[config.mk]
export PLATFORM = sky130hd
export DESIGN_NAME = alu_sequencer_flat
export DESIGN_NICKNAME = d
export VERILOG_FILES = /design/src/rtl/alu_sequencer_if.sv /design/src/rtl/alu_sequencer.sv /design/src/flat_wrapper.sv
export SDC_FILE = /design/constraint.sdc
export NUM_CORES = 1
export LEC_CHECK = 0
export CAP_MARGIN = 20
export CORE_UTILIZATION = 57
export CTS_CLUSTER_DIAMETER = 120
export DETAILED_ROUTE_END_ITERATION = 8
export PLACE_DENSITY = 0.86
export SYNTH_ARGS = -nofsm -noshare
export SYNTH_HDL_FRONTEND = slang
export SYNTH_SLANG_ARGS = --single-unit
[constraint.sdc]
create_clock -name clk -period 11.3 [get_ports clk]
set_clock_uncertainty 0.1 [all_clocks]
set_input_delay 1.695 -clock clk [delete_from_list [all_inputs] [get_ports clk]]
set_output_delay 1.695 -clock clk [all_outputs]
set_load 0.005 [all_outputs]
[src/rtl/alu_sequencer_if.sv]
`default_nettype none
// ============================================================================
// Module   : alu_sequencer_if
// Brief    : Command, register-bank and result bundle for alu_sequencer.
// Revision : 1.0
// ============================================================================
interface alu_sequencer_if #(
  parameter int REGISTERS_COUNT = 2,
  parameter int ADDR_W          = $clog2(REGISTERS_COUNT)
);
  logic                         cmd_valid;
  logic                         cmd_ready;
  logic [2:0]                   cmd_op;
  logic [ADDR_W-1:0]            cmd_src_a;
  logic [ADDR_W-1:0]            cmd_src_b;
  logic [ADDR_W-1:0]            cmd_dst;
  logic [8*REGISTERS_COUNT-1:0] reg_bus;
  logic [7:0]                   wr_data;
  logic                         wr_store;
  logic [ADDR_W-1:0]            wr_address;
  logic                         done;
  logic [7:0]                   res_data;
  logic                         res_carry;
  logic                         res_zero;
  logic                         res_err;

  modport master (
    output cmd_valid, cmd_op, cmd_src_a, cmd_src_b, cmd_dst, reg_bus,
    input  cmd_ready, wr_data, wr_store, wr_address, done,
           res_data, res_carry, res_zero, res_err
  );

  modport slave (
    input  cmd_valid, cmd_op, cmd_src_a, cmd_src_b, cmd_dst, reg_bus,
    output cmd_ready, wr_data, wr_store, wr_address, done,
           res_data, res_carry, res_zero, res_err
  );
endinterface
`default_nettype wire

[src/rtl/alu_sequencer.sv]
`default_nettype none
// ============================================================================
// Module   : alu_sequencer
// Brief    : Runs one two-operand ALU command per handshake against a register
//            bank, writes the result back and reports flags.
// Revision : 1.0
// ============================================================================
module alu_sequencer #(
  parameter int REGISTERS_COUNT = 2,
  parameter int ADDR_W          = $clog2(REGISTERS_COUNT)
) (
  input  logic            clk,
  input  logic            rst_n,
  alu_sequencer_if.slave  bus
);

  localparam logic [ADDR_W:0] c_reg_count = (ADDR_W+1)'(REGISTERS_COUNT);

  typedef enum logic [1:0] {
    S_IDLE  = 2'd0,
    S_EXEC  = 2'd1,
    S_WRITE = 2'd2,
    S_DONE  = 2'd3
  } state_t;

  state_t            r_state;
  logic              r_cmd_ready;
  logic [2:0]        r_op;
  logic [ADDR_W-1:0] r_src_a;
  logic [ADDR_W-1:0] r_src_b;
  logic [ADDR_W-1:0] r_dst;
  logic [7:0]        r_wr_data;
  logic              r_wr_store;
  logic [ADDR_W-1:0] r_wr_address;
  logic              r_done;
  logic [7:0]        r_res_data;
  logic              r_res_carry;
  logic              r_res_zero;
  logic              r_res_err;

  logic [7:0]        w_op_a;
  logic [7:0]        w_op_b;
  logic [8:0]        w_temp;
  logic              w_err;

  // Explicit mux so an out-of-range index never forms an out-of-bounds select.
  always_comb begin
    w_op_a = 8'h00;
    w_op_b = 8'h00;
    for (int i = 0; i < REGISTERS_COUNT; i++) begin
      if (r_src_a == ADDR_W'(i)) w_op_a = bus.reg_bus[8*i +: 8];
      if (r_src_b == ADDR_W'(i)) w_op_b = bus.reg_bus[8*i +: 8];
    end
  end

  // Bit 8 carries ADD carry-out, SUB borrow, or the bit shifted out.
  always_comb begin
    w_temp = 9'h000;
    case (r_op)
      3'd0: w_temp = {1'b0, w_op_a} + {1'b0, w_op_b};
      3'd1: w_temp = {1'b0, w_op_a} - {1'b0, w_op_b};
      3'd2: w_temp = {1'b0, w_op_a & w_op_b};
      3'd3: w_temp = {1'b0, w_op_a | w_op_b};
      3'd4: w_temp = {1'b0, w_op_a ^ w_op_b};
      3'd5: w_temp = {1'b0, ~w_op_a};
      3'd6: w_temp = {w_op_a[7], w_op_a[6:0], 1'b0};
      default: w_temp = {w_op_a[0], 1'b0, w_op_a[7:1]};
    endcase
  end

  assign w_err = ({1'b0, r_src_a} >= c_reg_count)
              || ((r_op <= 3'd4) && ({1'b0, r_src_b} >= c_reg_count))
              || ({1'b0, r_dst} >= c_reg_count);

  always_ff @(posedge clk or negedge rst_n) begin
    if (!rst_n) begin
      r_state      <= S_IDLE;
      r_cmd_ready  <= 1'b0;
      r_op         <= 3'd0;
      r_src_a      <= '0;
      r_src_b      <= '0;
      r_dst        <= '0;
      r_wr_data    <= 8'h00;
      r_wr_store   <= 1'b0;
      r_wr_address <= '0;
      r_done       <= 1'b0;
      r_res_data   <= 8'h00;
      r_res_carry  <= 1'b0;
      r_res_zero   <= 1'b0;
      r_res_err    <= 1'b0;
    end else begin
      case (r_state)
        S_IDLE: begin
          if (bus.cmd_valid && r_cmd_ready) begin
            r_op        <= bus.cmd_op;
            r_src_a     <= bus.cmd_src_a;
            r_src_b     <= bus.cmd_src_b;
            r_dst       <= bus.cmd_dst;
            r_cmd_ready <= 1'b0;
            r_state     <= S_EXEC;
          end else begin
            r_cmd_ready <= 1'b1;
          end
        end
        S_EXEC: begin
          r_res_data  <= w_temp[7:0];
          r_res_carry <= w_temp[8];
          r_res_zero  <= (w_temp[7:0] == 8'h00);
          r_res_err   <= w_err;
          if (w_err) begin
            r_done  <= 1'b1;
            r_state <= S_DONE;
          end else begin
            r_wr_store   <= 1'b1;
            r_wr_data    <= w_temp[7:0];
            r_wr_address <= r_dst;
            r_state      <= S_WRITE;
          end
        end
        S_WRITE: begin
          r_wr_store <= 1'b0;
          r_done     <= 1'b1;
          r_state    <= S_DONE;
        end
        default: begin
          r_done      <= 1'b0;
          r_cmd_ready <= 1'b1;
          r_state     <= S_IDLE;
        end
      endcase
    end
  end

  assign bus.cmd_ready  = r_cmd_ready;
  assign bus.wr_data    = r_wr_data;
  assign bus.wr_store   = r_wr_store;
  assign bus.wr_address = r_wr_address;
  assign bus.done       = r_done;
  assign bus.res_data   = r_res_data;
  assign bus.res_carry  = r_res_carry;
  assign bus.res_zero   = r_res_zero;
  assign bus.res_err    = r_res_err;

endmodule
`default_nettype wire
[src/flat_wrapper.sv]
// flat-port wrapper written by rule: the top's interface ports become plain ports
module alu_sequencer_flat 
#(
  parameter int REGISTERS_COUNT = 2,
  parameter int ADDR_W          = $clog2(REGISTERS_COUNT)
)
  (clk, rst_n, bus_cmd_valid, bus_cmd_op, bus_cmd_src_a, bus_cmd_src_b, bus_cmd_dst, bus_reg_bus, bus_cmd_ready, bus_wr_data, bus_wr_store, bus_wr_address, bus_done, bus_res_data, bus_res_carry, bus_res_zero, bus_res_err);
  alu_sequencer_if #(.REGISTERS_COUNT(REGISTERS_COUNT), .ADDR_W(ADDR_W)) bus_i ();
  input  logic clk;
  input  logic rst_n;
  input wire logic [$bits(bus_i.cmd_valid)-1:0] bus_cmd_valid;
  input wire logic [$bits(bus_i.cmd_op)-1:0] bus_cmd_op;
  input wire logic [$bits(bus_i.cmd_src_a)-1:0] bus_cmd_src_a;
  input wire logic [$bits(bus_i.cmd_src_b)-1:0] bus_cmd_src_b;
  input wire logic [$bits(bus_i.cmd_dst)-1:0] bus_cmd_dst;
  input wire logic [$bits(bus_i.reg_bus)-1:0] bus_reg_bus;
  output wire logic [$bits(bus_i.cmd_ready)-1:0] bus_cmd_ready;
  output wire logic [$bits(bus_i.wr_data)-1:0] bus_wr_data;
  output wire logic [$bits(bus_i.wr_store)-1:0] bus_wr_store;
  output wire logic [$bits(bus_i.wr_address)-1:0] bus_wr_address;
  output wire logic [$bits(bus_i.done)-1:0] bus_done;
  output wire logic [$bits(bus_i.res_data)-1:0] bus_res_data;
  output wire logic [$bits(bus_i.res_carry)-1:0] bus_res_carry;
  output wire logic [$bits(bus_i.res_zero)-1:0] bus_res_zero;
  output wire logic [$bits(bus_i.res_err)-1:0] bus_res_err;
  assign bus_i.cmd_valid = bus_cmd_valid;
  assign bus_i.cmd_op = bus_cmd_op;
  assign bus_i.cmd_src_a = bus_cmd_src_a;
  assign bus_i.cmd_src_b = bus_cmd_src_b;
  assign bus_i.cmd_dst = bus_cmd_dst;
  assign bus_i.reg_bus = bus_reg_bus;
  assign bus_cmd_ready = bus_i.cmd_ready;
  assign bus_wr_data = bus_i.wr_data;
  assign bus_wr_store = bus_i.wr_store;
  assign bus_wr_address = bus_i.wr_address;
  assign bus_done = bus_i.done;
  assign bus_res_data = bus_i.res_data;
  assign bus_res_carry = bus_i.res_carry;
  assign bus_res_zero = bus_i.res_zero;
  assign bus_res_err = bus_i.res_err;
  alu_sequencer #(.REGISTERS_COUNT(REGISTERS_COUNT), .ADDR_W(ADDR_W)) u_core (.clk(clk), .rst_n(rst_n), .bus(bus_i));
endmodule
Word-level counts from Yosys, hierarchy flattened --
Index checks and enable logic that the tools add are counted.
Cells by class: multipliers 0, $add $sub $neg 2, shift-type cells 0, magnitude comparators 0, bitwise logic cells 4, reductions and logical operators 8, equality and inequality tests 9, mux-type cells 9, div/mod/pow operators 0
Operator list (count):
- one-hot mux 9 bit (7 select lines) | 1
- two-way mux 8 bit | 2
- adder 8 x 8 -> 9 bit | 1
- == test 3 bit (second input constant) | 3
- subtractor 8 x 8 -> 9 bit | 1
- AND 8 bit | 1
- logical NOT 8 bit | 1
- inverter 8 bit | 1
- bitwise OR 8 bit | 1
- XOR 8 bit | 1
- == test 3 x 2 -> 1 bit (second input constant) | 2
- one-hot mux 1 bit (2 select lines) | 3
- one-hot mux 2 bit (3 select lines) | 1
- OR reduction 2 bit | 2
- == test 3 x 1 -> 1 bit (second input constant) | 1
- logical NOT 3 bit | 1
- == test 2 x 1 -> 1 bit (second input constant) | 1
- == test 2 bit (second input constant) | 1
- logical NOT 2 bit | 1
- two-way mux 2 bit | 1
- inequality test 2 x 1 -> 1 bit (second input constant) | 1
- AND reduction 2 bit | 1
- nonzero test 2 bit | 1
- logical AND 1 bit | 1
- two-way mux 1 bit | 1
Storage, ports and cells: memories kept 0, input bits 25, word-level logic and storage cells 44, memory bits (writable) 0, output and inout port bits 23, register bits after elaboration 22, latch bits 0, memory bits (read-only) 0

Depth between registers and ports, before layout --
Gate-level depths: netlist of the first run.
depth after elaboration 4, mapped depth 15, gate-level depth less buffers 14

Worst setup path after synthesis of the first run --
OpenSTA, ideal clock, no wires.
path type input port to flip-flop, start in bus_reg_bus[9], end reg u_core.r_res_zero (netlist: u_core.bus.res_zero), buffers on the path 0, data arrival time 4.221 ns, setup slack 6.883 ns, required time 11.104 ns, stages 12, setup time 0.096 ns, cells stage by stage mux2i_1 -> inv_1 -> nor3_1 -> nand2_1 -> o21ai_0 -> xnor2_1 -> ha_1 -> or4_1 -> a21oi_1 -> o31ai_1 -> a2111o_1 -> o32ai_2
On the way: cells in the longest elaborated chain, start to end 4, elaborated cells between the ends (all ways) 10, classes of those cells 2 x add/sub; 3 x mux; 4 x bitwise; 1 x reduce/logical
RTL lines:
- start: declaration | RTL line flat_wrapper.sv:16 | input wire logic [$bits(bus_i.reg_bus)-1:0] bus_reg_bus;
- two-way mux 8 bit, on equally long branches | RTL line alu_sequencer.sv:51, alu_sequencer.sv:52
- subtractor 8 x 8 -> 9 bit, or another cell as far along | RTL line alu_sequencer.sv:61 | 3'd1: w_temp = {1'b0, w_op_a} - {1'b0, w_op_b};
- one-hot mux 9 bit (7 select lines) (*) | RTL line alu_sequencer.sv:59 | case (r_op)
- logical NOT 8 bit (*) | RTL line alu_sequencer.sv:108 | r_res_zero <= (w_temp[7:0] == 8'h00);
- end signal: assignment | RTL line alu_sequencer.sv:108
- end: declaration | RTL line alu_sequencer.sv:38 | logic r_res_zero;
Every way passes the cells marked *; elsewhere a longest branch is shown, timed or not. A chain may end at the register's enable or synchronous reset.

Worst setup path in the final report of the first run --
Ends and elaborated chain as after synthesis.

==> results of run 1 <==
-- registers in the layout, indices dropped and copies added (netlist names) --
| signal | flops |
|---|---|
| u_core.bus.res_zero | 1 |
| u_core.bus.wr_address | 1 |
| u_core.r_src_a | 1 |
| u_core.bus.res_carry | 1 |
| u_core.bus.done | 1 |
| u_core.r_src_b | 1 |
| u_core.r_op | 3 |
| u_core.r_dst | 1 |
| u_core.bus.cmd_ready | 1 |
| u_core.bus.wr_data | 8 |
| u_core.bus.wr_store | 1 |
| u_core.r_state | 2 |
-- cell usage in the layout, fill, tap and decap left out, drive strengths merged, types with 2 or more instances in the layout --
cell / instances
a211oi: 4
a21o: 2
a21oi: 16
a311oi: 2
a31oi: 3
and3: 2
clkbuf: 3
clkdlybuf4s50: 46
dfrtp: 22
ha: 29
inv: 24
mux2: 14
mux2i: 18
nand2: 27
nand2b: 7
nand3: 3
nor2: 24
nor3: 6
o2111ai: 2
o211ai: 3
o21ai: 20
o22ai: 2
o311ai: 2
o31ai: 2
o32ai: 2
xnor2: 8
-- stage by stage --
step | utilization, % | hold slack (ps) | power [mW] | setup slack (ps) | instance area [µm²]
after detailed placement | 69.32 | 387.3 | 0.8127 | 6090 | 2773
after CTS | 71.10 | 406.1 | 0.8923 | 6331 | 2844
after global placement | 69.32 | 382.1 | 0.7900 | 6252 | 2773
after floorplan | - | 373.7 | 0.6507 | 6883 | 2390
after global routing | 71.10 | 418.3 | 0.9831 | 6056 | 2844
final | 71.10 | 408.5 | 0.8985 | 6314 | 2844
-- how the worst max path moves through the flow --
stage	to	slack, ps	depth (start not counted)
3_5_place_dp	u_core.bus.res_zero$_DFFE_PN0P_	6090	13
6_report	u_core.bus.res_zero$_DFFE_PN0P_	6310	13
3_3_place_gp	u_core.bus.res_zero$_DFFE_PN0P_	6250	13
4_1_cts	u_core.bus.res_zero$_DFFE_PN0P_	6330	13
5_1_grt	u_core.bus.res_zero$_DFFE_PN0P_	6060	13
2_1_floorplan	u_core.bus.res_zero$_DFFE_PN0P_	6880	12
-- layer usage --
metal  wire length (µm)  track usage, %  share of wire, %  up-vias
met5                  0               0                 0        -
met4                142           8.245               2.5        0
met3                356           4.623               6.2       18
met2               2941           48.99                51       88
met1               2277           34.15                40     1010
li1                   -               -                 -     1045
-- layout make-up --
class | instances | area share, %
sequential | 22 | 19.36
inverter | 24 | 3.168
tap | 50 | 2.200
clock buffer | 3 | 1.452
timing repair buffer | 47 | 16.45
clock inverter | 1 | 1.056
multi-input combinational | 214 | 56.31
-- cells by family (layout without fill, tap and decap cells) --
group / count (synthesis) / count (layout)
other: 1 / 1
adders and majority gates: 30 / 30
buffers and inverters: 44 / 75
AOI/OAI and AO/OA: 67 / 67
DFF: 22 / 22
muxes: 33 / 33
and+or+nand+nor: 74 / 74
xor gates and xnor gates: 9 / 9
-- worst max-delay path, stage by stage --
cell and delay [ps]:
clkdlybuf4s50_1 420, mux2i_1 320, inv_1 110, nor3_1 280, nand2_1 120, o21ai_0 220
xnor2_1 150, ha_1 300, or4_1 500, a21oi_1 190, o31ai_1 130, a2111o_1 440
o32ai_2 190
-- power groups by stage --
stage	Combinational (mW)	Clock [mW]	Sequential [mW]
6_report	0.644	0.0728	0.181
5_1_grt	0.717	0.0783	0.188
4_1_cts	0.638	0.0741	0.181
3_5_place_dp	0.631	0	0.182
3_3_place_gp	0.612	0	0.178
2_1_floorplan	0.507	0	0.144
==> results.sh, run 1 <==
export IMPL_power_density_mw_per_mm2=315.9
export IMPL_diodes=0
export IMPL_timing_final_crit_period_ps=4986
export IMPL_min_from="u_core.r_dst$_DFFE_PN0P_"
export IMPL_synth_edff_count=0
export IMPL_htreeDepth=1
export IMPL_ys_seq_area_share_pct=23.04
export IMPL_synthFlopType="dfrtp_1"
export IMPL_grt_total_usage_pct=27.76
export IMPL_yosys_area_share_simple_pct=13.66
export IMPL_relSlewSlack_pct=35.95
export IMPL_routedWlPerCell_um=15.84
export IMPL_power_leakage_nw=1.275
export IMPL_cp_max_fo=6
export IMPL_root_buffer="clkbuf_8"
export IMPL_die_w_um=66.75
export IMPL_numPortBuffers=46
export IMPL_timing_rr_end="u_core.bus.res_zero$_DFFE_PN0P_"
export IMPL_rrSetupSlack_ps=7290
export IMPL_cts_resized_gates=0
export IMPL_synth_top_area_share_pct=23.04
export IMPL_reg2reg_depth=12
export IMPL_grt_max_degree=32
export IMPL_die_h_um=66.75
export IMPL_synth_top_family_by_area="compound AO/OA/AOI/OAI gates"
export IMPL_min_path_type="flip-flop to flip-flop"
export IMPL_r2r_start="u_core.r_op[2]$_DFFE_PN0P_"
export IMPL_startpoint="bus_reg_bus[9]"
export IMPL_die_area_mm2=0.004456
export IMPL_p_sw_share_pct=47.57
export IMPL_fillers=345
export IMPL_avgSynthCellArea_um2=8.535
export IMPL_max_freq_mhz=200.6
export IMPL_holdPathEnd="u_core.bus.wr_address$_DFFE_PN0P_"
export IMPL_synth_commonest_cells="29 x ha_1, 27 x nand2_1, 24 x nor2_1"
export IMPL_initial_core_util_pct=59.74
export IMPL_min_path_cells=1
export IMPL_slew_violations=0
export IMPL_ioPinCount=48
export IMPL_clock_sinks=22
export IMPL_synth_nets=335
export IMPL_synth_area_mm2=0.002390
export IMPL_syn_inst=280
export IMPL_dpl_hpwl_um=4399
export IMPL_synth_fa_ha_area_share_pct=16.02
export IMPL_drc=0
export IMPL_insertion_delay_ps=260
export IMPL_syn_to_final_growth_pct=19.01
export IMPL_post_cts_buffers=0
export IMPL_ys_ff_latch=22
export IMPL_cts_hold_buf=0
export IMPL_p_switching_mw=0.4274
export IMPL_synth_area_leaders="dfrtp_1 23%, ha_1 15%, mux2i_1 6.7%, mux2_2 6.6%, nand2_1 4.2%"
export IMPL_ant_nets=0
export IMPL_crit_path_end_kind="flip-flop"
export IMPL_tns_ps=0
export IMPL_routabilityCongestion=0.9510
export IMPL_antenna_found_initial=0
export IMPL_hold_viol_final=0
export IMPL_drt_pass1_iter_count=4
export IMPL_crit_type="input port to flip-flop"
export IMPL_grt_pass1_wl_um=9273
export IMPL_path_clk_slew_ps=80
export IMPL_cp_start_kind="input port"
export IMPL_combPwrFrac_pct=71.7
export IMPL_clkPwrFrac_pct=8.1
export IMPL_arrival_ps=5060
export IMPL_cts_buffers=3
export IMPL_yosys_warnings=0
export IMPL_grt_pass1_vias=2059
export IMPL_synth_area_leader_cell="dfrtp_1"
export IMPL_yosysMostFrequentCell="ha_1"
export IMPL_instances_no_fill=361
export IMPL_ir_worst_vdd_uv=179.4
export IMPL_core_area_mm2=0.004000
export IMPL_setup_viol=0
export IMPL_seq_area_um2=550.5
export IMPL_tightest_slew_ps=957.8
export IMPL_multi_input_comb_area_mm2=0.001602
export IMPL_synthXorXnorAreaFrac_pct=3.298
export IMPL_rows=23
export IMPL_fin_nets=367
export IMPL_seq_power_share_pct=20.2
export IMPL_vias=2161
export IMPL_outcome="complete, no violations"
export IMPL_cts_tree="built"
export IMPL_drive_gt1_share_pct=9.003
export IMPL_dr_first_iter_drc_count=152
export IMPL_synth_async_reset_ratio_pct=100.0
export IMPL_grt_ovfl_total=0
export IMPL_synth_compound_area_share_pct=18.48
export IMPL_worstPathRequired_ps=11370
export IMPL_cts_buffer_depth=2
export IMPL_rsz0062_at_grt="no"
export IMPL_vias_per_cell=5.986
export IMPL_yosysUniqueCellTypes=50
export IMPL_min_period_over_period_pct=44.12
export IMPL_muxShareOfSynthArea_pct=15.39
export IMPL_p_int_mw=0.4711
export IMPL_max_cap_violations=0
export IMPL_postRouteWirelength_um=5717
export IMPL_dp_cells=357
Note: power is estimated with default switching activity, not from simulation.
==> inputs of run 2 (changes only) <==
--- a/config.mk
+++ b/config.mk
@@ -6,10 +6,10 @@
 export NUM_CORES = 1
 export LEC_CHECK = 0
 export CAP_MARGIN = 20
-export CORE_UTILIZATION = 57
+export CORE_UTILIZATION = 47
 export CTS_CLUSTER_DIAMETER = 120
 export DETAILED_ROUTE_END_ITERATION = 8
-export PLACE_DENSITY = 0.86
+export PLACE_DENSITY = 0.76
 export SYNTH_ARGS = -nofsm -noshare
 export SYNTH_HDL_FRONTEND = slang
 export SYNTH_SLANG_ARGS = --single-unit
==> constraint.sdc (replaced) <==
create_clock -name clk -period 4 [get_ports clk]
set_clock_uncertainty 0.1 [all_clocks]
set_input_delay 0.6 -clock clk [delete_from_list [all_inputs] [get_ports clk]]
set_output_delay 0.6 -clock clk [all_outputs]
set_load 0.005 [all_outputs]
==> results.sh, run 2 (synthesized netlist as in run 1, its figures left out) <==
export IMPL_post_cts_buffers=0
export IMPL_final_common_cell="clkdlybuf4s50_1"
export IMPL_place_area_mm2=0.002892
export IMPL_outcome="complete, no violations"
export IMPL_grt_ovfl_total=0
export IMPL_cp_cell_sequence="clkdlybuf4s50_1 -> mux2i_1 -> inv_1 -> nor3_1 -> nand2_1 -> o21ai_0 -> xnor2_1 -> ha_1 -> or4_1 -> a21oi_1 -> o31ai_1 -> a2111o_1 -> o32ai_2"
export IMPL_vias=2165
export IMPL_dr_first_iter_drc_count=201
export IMPL_power_density_mw_per_mm2=898.3
export IMPL_grt_pass1_wl_um=9632
export IMPL_cts_tree="built"
export IMPL_cp_endpoint="u_core.bus.res_zero$_DFFE_PN0P_"
export IMPL_max_freq_mhz=271.4
export IMPL_die_w_um=73.31
export IMPL_setup_viol=0
export IMPL_largest_reg_flops=8
export IMPL_grt_pass1_vias=2032
export IMPL_multi_input_comb_area_mm2=0.001602
export IMPL_routabilityCongestion=0.9731
export IMPL_ant_nets=0
export IMPL_setup_ws_ps=315.8
export IMPL_timing_final_crit_period_ps=3684
export IMPL_cts_hold_buf=0
export IMPL_reg2reg_depth=12
export IMPL_insertion_delay_ps=270
export IMPL_mostFrequentLayoutCells="46 x clkdlybuf4s50_1, 29 x ha_1, 27 x nand2_1"
export IMPL_routedWlPerCell_um=14.78
export IMPL_timing_rr_end="u_core.bus.res_zero$_DFFE_PN0P_"
export IMPL_numPortBuffers=46
export IMPL_hold_viol_final=0
export IMPL_instances_no_fill=391
export IMPL_startpoint="bus_reg_bus[9]"
export IMPL_rrSetupSlack_ps=490
export IMPL_drive_gt1_share_pct=12.65
export IMPL_finalCoreUtilization_pct=61.51
export IMPL_diodes=0
export IMPL_r2r_start="u_core.r_src_b$_DFFE_PN0P_"
export IMPL_power_leakage_nw=1.339
export IMPL_path_clk_slew_ps=80
export IMPL_rsz0062_at_grt="no"
export IMPL_fin_nets=380
export IMPL_initial_core_util_pct=49.61
export IMPL_seq_area_um2=550.5
export IMPL_min_from="u_core.bus.wr_data[4]$_DFFE_PN0P_"
export IMPL_crit_path_end_kind="flip-flop"
export IMPL_cts_buffer_depth=2
export IMPL_place_worst_setup_slack_ps=59.80
export IMPL_cp_slowest_cell="or4_1"
export IMPL_tns_ps=0
export IMPL_clock_sinks=22
export IMPL_power_mw=2.662
export IMPL_fillers=453
export IMPL_whs_ps=402.7
export IMPL_cp_slowest_stage_delay_ps=470
export IMPL_min_period_over_period_pct=92.11
export IMPL_syn_to_final_growth_pct=23.98
export IMPL_core_area_mm2=0.004817
export IMPL_worstPathRequired_ps=4080
export IMPL_die_area_mm2=0.005374
export IMPL_htreeDepth=1
export IMPL_ioPinCount=48
export IMPL_drc=0
export IMPL_cts_resized_gates=0
export IMPL_max_cap_violations=0
export IMPL_ir_worst_vdd_uv=566.1
export IMPL_antenna_found_initial=0
export IMPL_arrival_ps=3770
export IMPL_crit_type="input port to flip-flop"
export IMPL_slew_violations=0
export IMPL_min_path_type="flip-flop to flip-flop"
export IMPL_root_buffer="clkbuf_8"
export IMPL_grt_total_usage_pct=23.27
export IMPL_tightest_slew_ps=944.6
export IMPL_postRouteWirelength_um=5778
export IMPL_grt_max_degree=32
export IMPL_cp_start_kind="input port"
export IMPL_dpl_hpwl_um=4595
export IMPL_drt_pass1_iter_count=4
export IMPL_design_area_mm2=0.002963
export IMPL_dp_cells=387
export IMPL_rows=25
export IMPL_die_h_um=73.31
export IMPL_vias_per_cell=5.537
export IMPL_cts_buffers=3
export IMPL_relSlewSlack_pct=36.83
export IMPL_cp_max_fo=4
run 2: where the power goes:
part	leakage (nW)	internal [mW]	switching (mW)	total [mW]
clock	0.0357	0.134	0.0727	0.206
sequential	0.259	0.331	0.102	0.434
combinational	1.04	0.973	1.05	2.02
total	1.34	1.44	1.22	2.66
run 2: worst min path at each step:
stage                                              endpoint  slack [ps]  depth (start not counted)
after global routing               u_core.r_dst$_DFFE_PN0P_         430                          1
after CTS                 u_core.bus.wr_data[4]$_DFFE_PN0P_         410                          1
final                     u_core.bus.wr_data[4]$_DFFE_PN0P_         400                          1
after floorplan            u_core.bus.cmd_ready$_DFFE_PN0N_         200                          0
after global placement             u_core.r_dst$_DFFE_PN0P_         380                          1
after detailed placement  u_core.bus.wr_data[4]$_DFFE_PN0P_         390                          1
run 2: critical path: cells and delay by family:
| kind | cells | cell delay (ps) |
|---|---|---|
| compound gates | 5 | 1060 |
| xor+xnor | 1 | 140 |
| fa+ha+maj | 1 | 250 |
| buf+inv | 2 | 530 |
| mux | 1 | 310 |
| simple gates | 3 | 870 |
run 2: per-layer routing:
metal  up-vias  wire length, µm  global-route usage, %
met3         7              210                  3.018
met5         -                0                      0
met2        53             2924                  39.61
li1       1070                -                      -
met4         0               57                  5.342
met1      1035             2586                  31.55
run 2: layout make-up:
type	count	share of cell area, %
multi-input combinational	214	54.05
timing repair buffer	60	19.09
sequential	22	18.58
inverter	24	3.041
tap	67	2.829
clock buffer	3	1.394
clock inverter	1	1.014
==> inputs of run 3 (changes only) <==
--- a/config.mk
+++ b/config.mk
@@ -6,6 +6,7 @@
 export NUM_CORES = 1
 export LEC_CHECK = 0
 export CAP_MARGIN = 20
+export CORE_MARGIN = 10
 export CORE_UTILIZATION = 47
 export CTS_CLUSTER_DIAMETER = 120
 export DETAILED_ROUTE_END_ITERATION = 8
==> results.sh, run 3 (synthesized netlist as in run 1, its figures left out) <==
export IMPL_rrSetupSlack_ps=370
export IMPL_crit_path_end_kind="flip-flop"
export IMPL_mostFrequentLayoutCells="46 x clkdlybuf4s50_1, 29 x ha_1, 27 x nand2_1"
export IMPL_power_density_mw_per_mm2=901.8
export IMPL_post_cts_buffers=0
export IMPL_largest_reg_flops=8
export IMPL_initial_core_util_pct=49.61
export IMPL_max_cap_violations=0
export IMPL_root_buffer="clkbuf_8"
export IMPL_clock_sinks=22
export IMPL_cp_num_buf_inv=2
export IMPL_r2r_start="u_core.r_src_b$_DFFE_PN0P_"
export IMPL_die_area_mm2=0.008337
export IMPL_ir_worst_vdd_uv=541.4
export IMPL_arrival_ps=3850
export IMPL_power_leakage_nw=1.350
export IMPL_power_mw=2.700
export IMPL_cp_top_family="compound AO/OA/AOI/OAI gates"
export IMPL_vias=2209
export IMPL_setup_viol=0
export IMPL_grt_total_usage_pct=15.33
export IMPL_timing_rr_end="u_core.bus.res_zero$_DFFE_PN0P_"
export IMPL_place_worst_setup_slack_ps=-22.96
export IMPL_timing_final_crit_period_ps=3783
export IMPL_grt_ovfl_total=0
export IMPL_worstPathRequired_ps=4070
export IMPL_grt_pass1_wl_um=10920
export IMPL_drive_gt1_share_pct=13.23
export IMPL_insertion_delay_ps=260
export IMPL_die_h_um=91.31
export IMPL_grt_pass1_vias=2275
export IMPL_cp_cell_sequence="clkdlybuf4s50_1 -> mux2i_2 -> inv_1 -> nor3_1 -> nand2_1 -> o21ai_0 -> xnor2_1 -> ha_1 -> or4_1 -> a21oi_1 -> o31ai_1 -> a2111o_1 -> o32ai_2"
export IMPL_holdPathEnd="u_core.bus.wr_data[4]$_DFFE_PN0P_"
export IMPL_path_clk_slew_ps=80
export IMPL_cp_max_fo=4
export IMPL_core_area_mm2=0.004817
export IMPL_grt_max_degree=23
export IMPL_relSlewSlack_pct=63.12
export IMPL_diodes=0
export IMPL_cts_tree="built"
export IMPL_min_path_type="flip-flop to flip-flop"
export IMPL_numPortBuffers=46
export IMPL_final_common_cell="clkdlybuf4s50_1"
export IMPL_cp_slowest_stage_delay_ps=480
export IMPL_die_w_um=91.31
export IMPL_reg2reg_depth=12
export IMPL_vias_per_cell=5.635
export IMPL_rsz0062_at_grt="no"
export IMPL_cts_buffers=3
export IMPL_drt_pass1_iter_count=5
export IMPL_htreeDepth=1
export IMPL_postRouteWirelength_um=6396
export IMPL_dpl_hpwl_um=5162
export IMPL_tightest_slew_ps=553.2
export IMPL_cp_slowest_cell="or4_1"
export IMPL_outcome="complete, no violations"
export IMPL_antenna_found_initial=0
export IMPL_ioPinCount=48
export IMPL_routedWlPerCell_um=16.32
export IMPL_max_freq_mhz=264.3
export IMPL_rows=25
export IMPL_routabilityCongestion=0.9124
export IMPL_syn_to_final_growth_pct=25.29
export IMPL_ant_nets=0
export IMPL_min_period_over_period_pct=94.57
export IMPL_min_path_cells=1
export IMPL_setup_ws_ps=217.1
export IMPL_fin_nets=381
export IMPL_drc=0
export IMPL_slew_violations=0
export IMPL_hold_viol_final=0
export IMPL_crit_type="input port to flip-flop"
export IMPL_cp_start_kind="input port"
export IMPL_min_from="u_core.bus.wr_data[4]$_DFFE_PN0P_"
export IMPL_dr_first_iter_drc_count=252
export IMPL_tns_ps=0
export IMPL_cts_buffer_depth=2
-- run 3: changes by cell type in the layout (fill, tap and decap cells not counted) --
cell | previous run | this run
mux2i_2 | 2 | 3
buf_16 | 0 | 1
mux2i_1 | 16 | 15
-- run 3: stage by stage --
stage	util [%]	cells	area, µm²	hold WS [ps]
2_1_floorplan	-	280	2390	204.4
3_3_place_gp	60.03	387	2892	383.0
3_5_place_dp	60.03	387	2892	393.0
4_1_cts	61.51	391	2963	410.4
5_1_grt	62.16	392	2994	448.1
6_report	62.16	392	2994	406.0
-- run 3: power breakdown --
part	internal [mW]	switching [mW]	leakage, nW	total, mW
Combinational	0.981	1.06	1.06	2.04
Sequential	0.331	0.121	0.259	0.452
Clock	0.134	0.0712	0.0357	0.205
Total	1.45	1.25	1.35	2.70
-- run 3: area by class of cell --
cell class	instances	area, µm²
clock buffer	3	41.29
sequential	22	550.5
timing repair buffer	61	593.1
clock inverter	1	30.03
tap	67	83.83
multi-input combinational	214	1605
inverter	24	90.09
fill	437	1823
-- run 3: worst max-delay path by stage --
stage	from	to	slack, ps	depth (start not counted)
2_1_floorplan	u_core.r_src_b$_DFFE_PN0P_	u_core.bus.res_zero$_DFFE_PN0P_	460	13
3_3_place_gp	bus_reg_bus[9]	u_core.bus.res_zero$_DFFE_PN0P_	110	13
3_5_place_dp	bus_reg_bus[9]	u_core.bus.res_zero$_DFFE_PN0P_	-20	13
4_1_cts	bus_reg_bus[9]	u_core.bus.res_zero$_DFFE_PN0P_	260	13
5_1_grt	bus_reg_bus[1]	u_core.bus.res_zero$_DFFE_PN0P_	20	13
6_report	bus_reg_bus[9]	u_core.bus.res_zero$_DFFE_PN0P_	220	13
-- run 3: timing repair --
action,CTS,global route
resized for setup,0,1
setup endpoints to repair,0,1
hold buffers,0,0
-- run 3: metal layers --
layer,routed length [µm],part of all wire (%),global-route usage [%]
met5,0,0,0
met2,3262,51,27.03
met4,80,1.3,3.916
met3,361,5.6,2.634
met1,2692,42,18.73
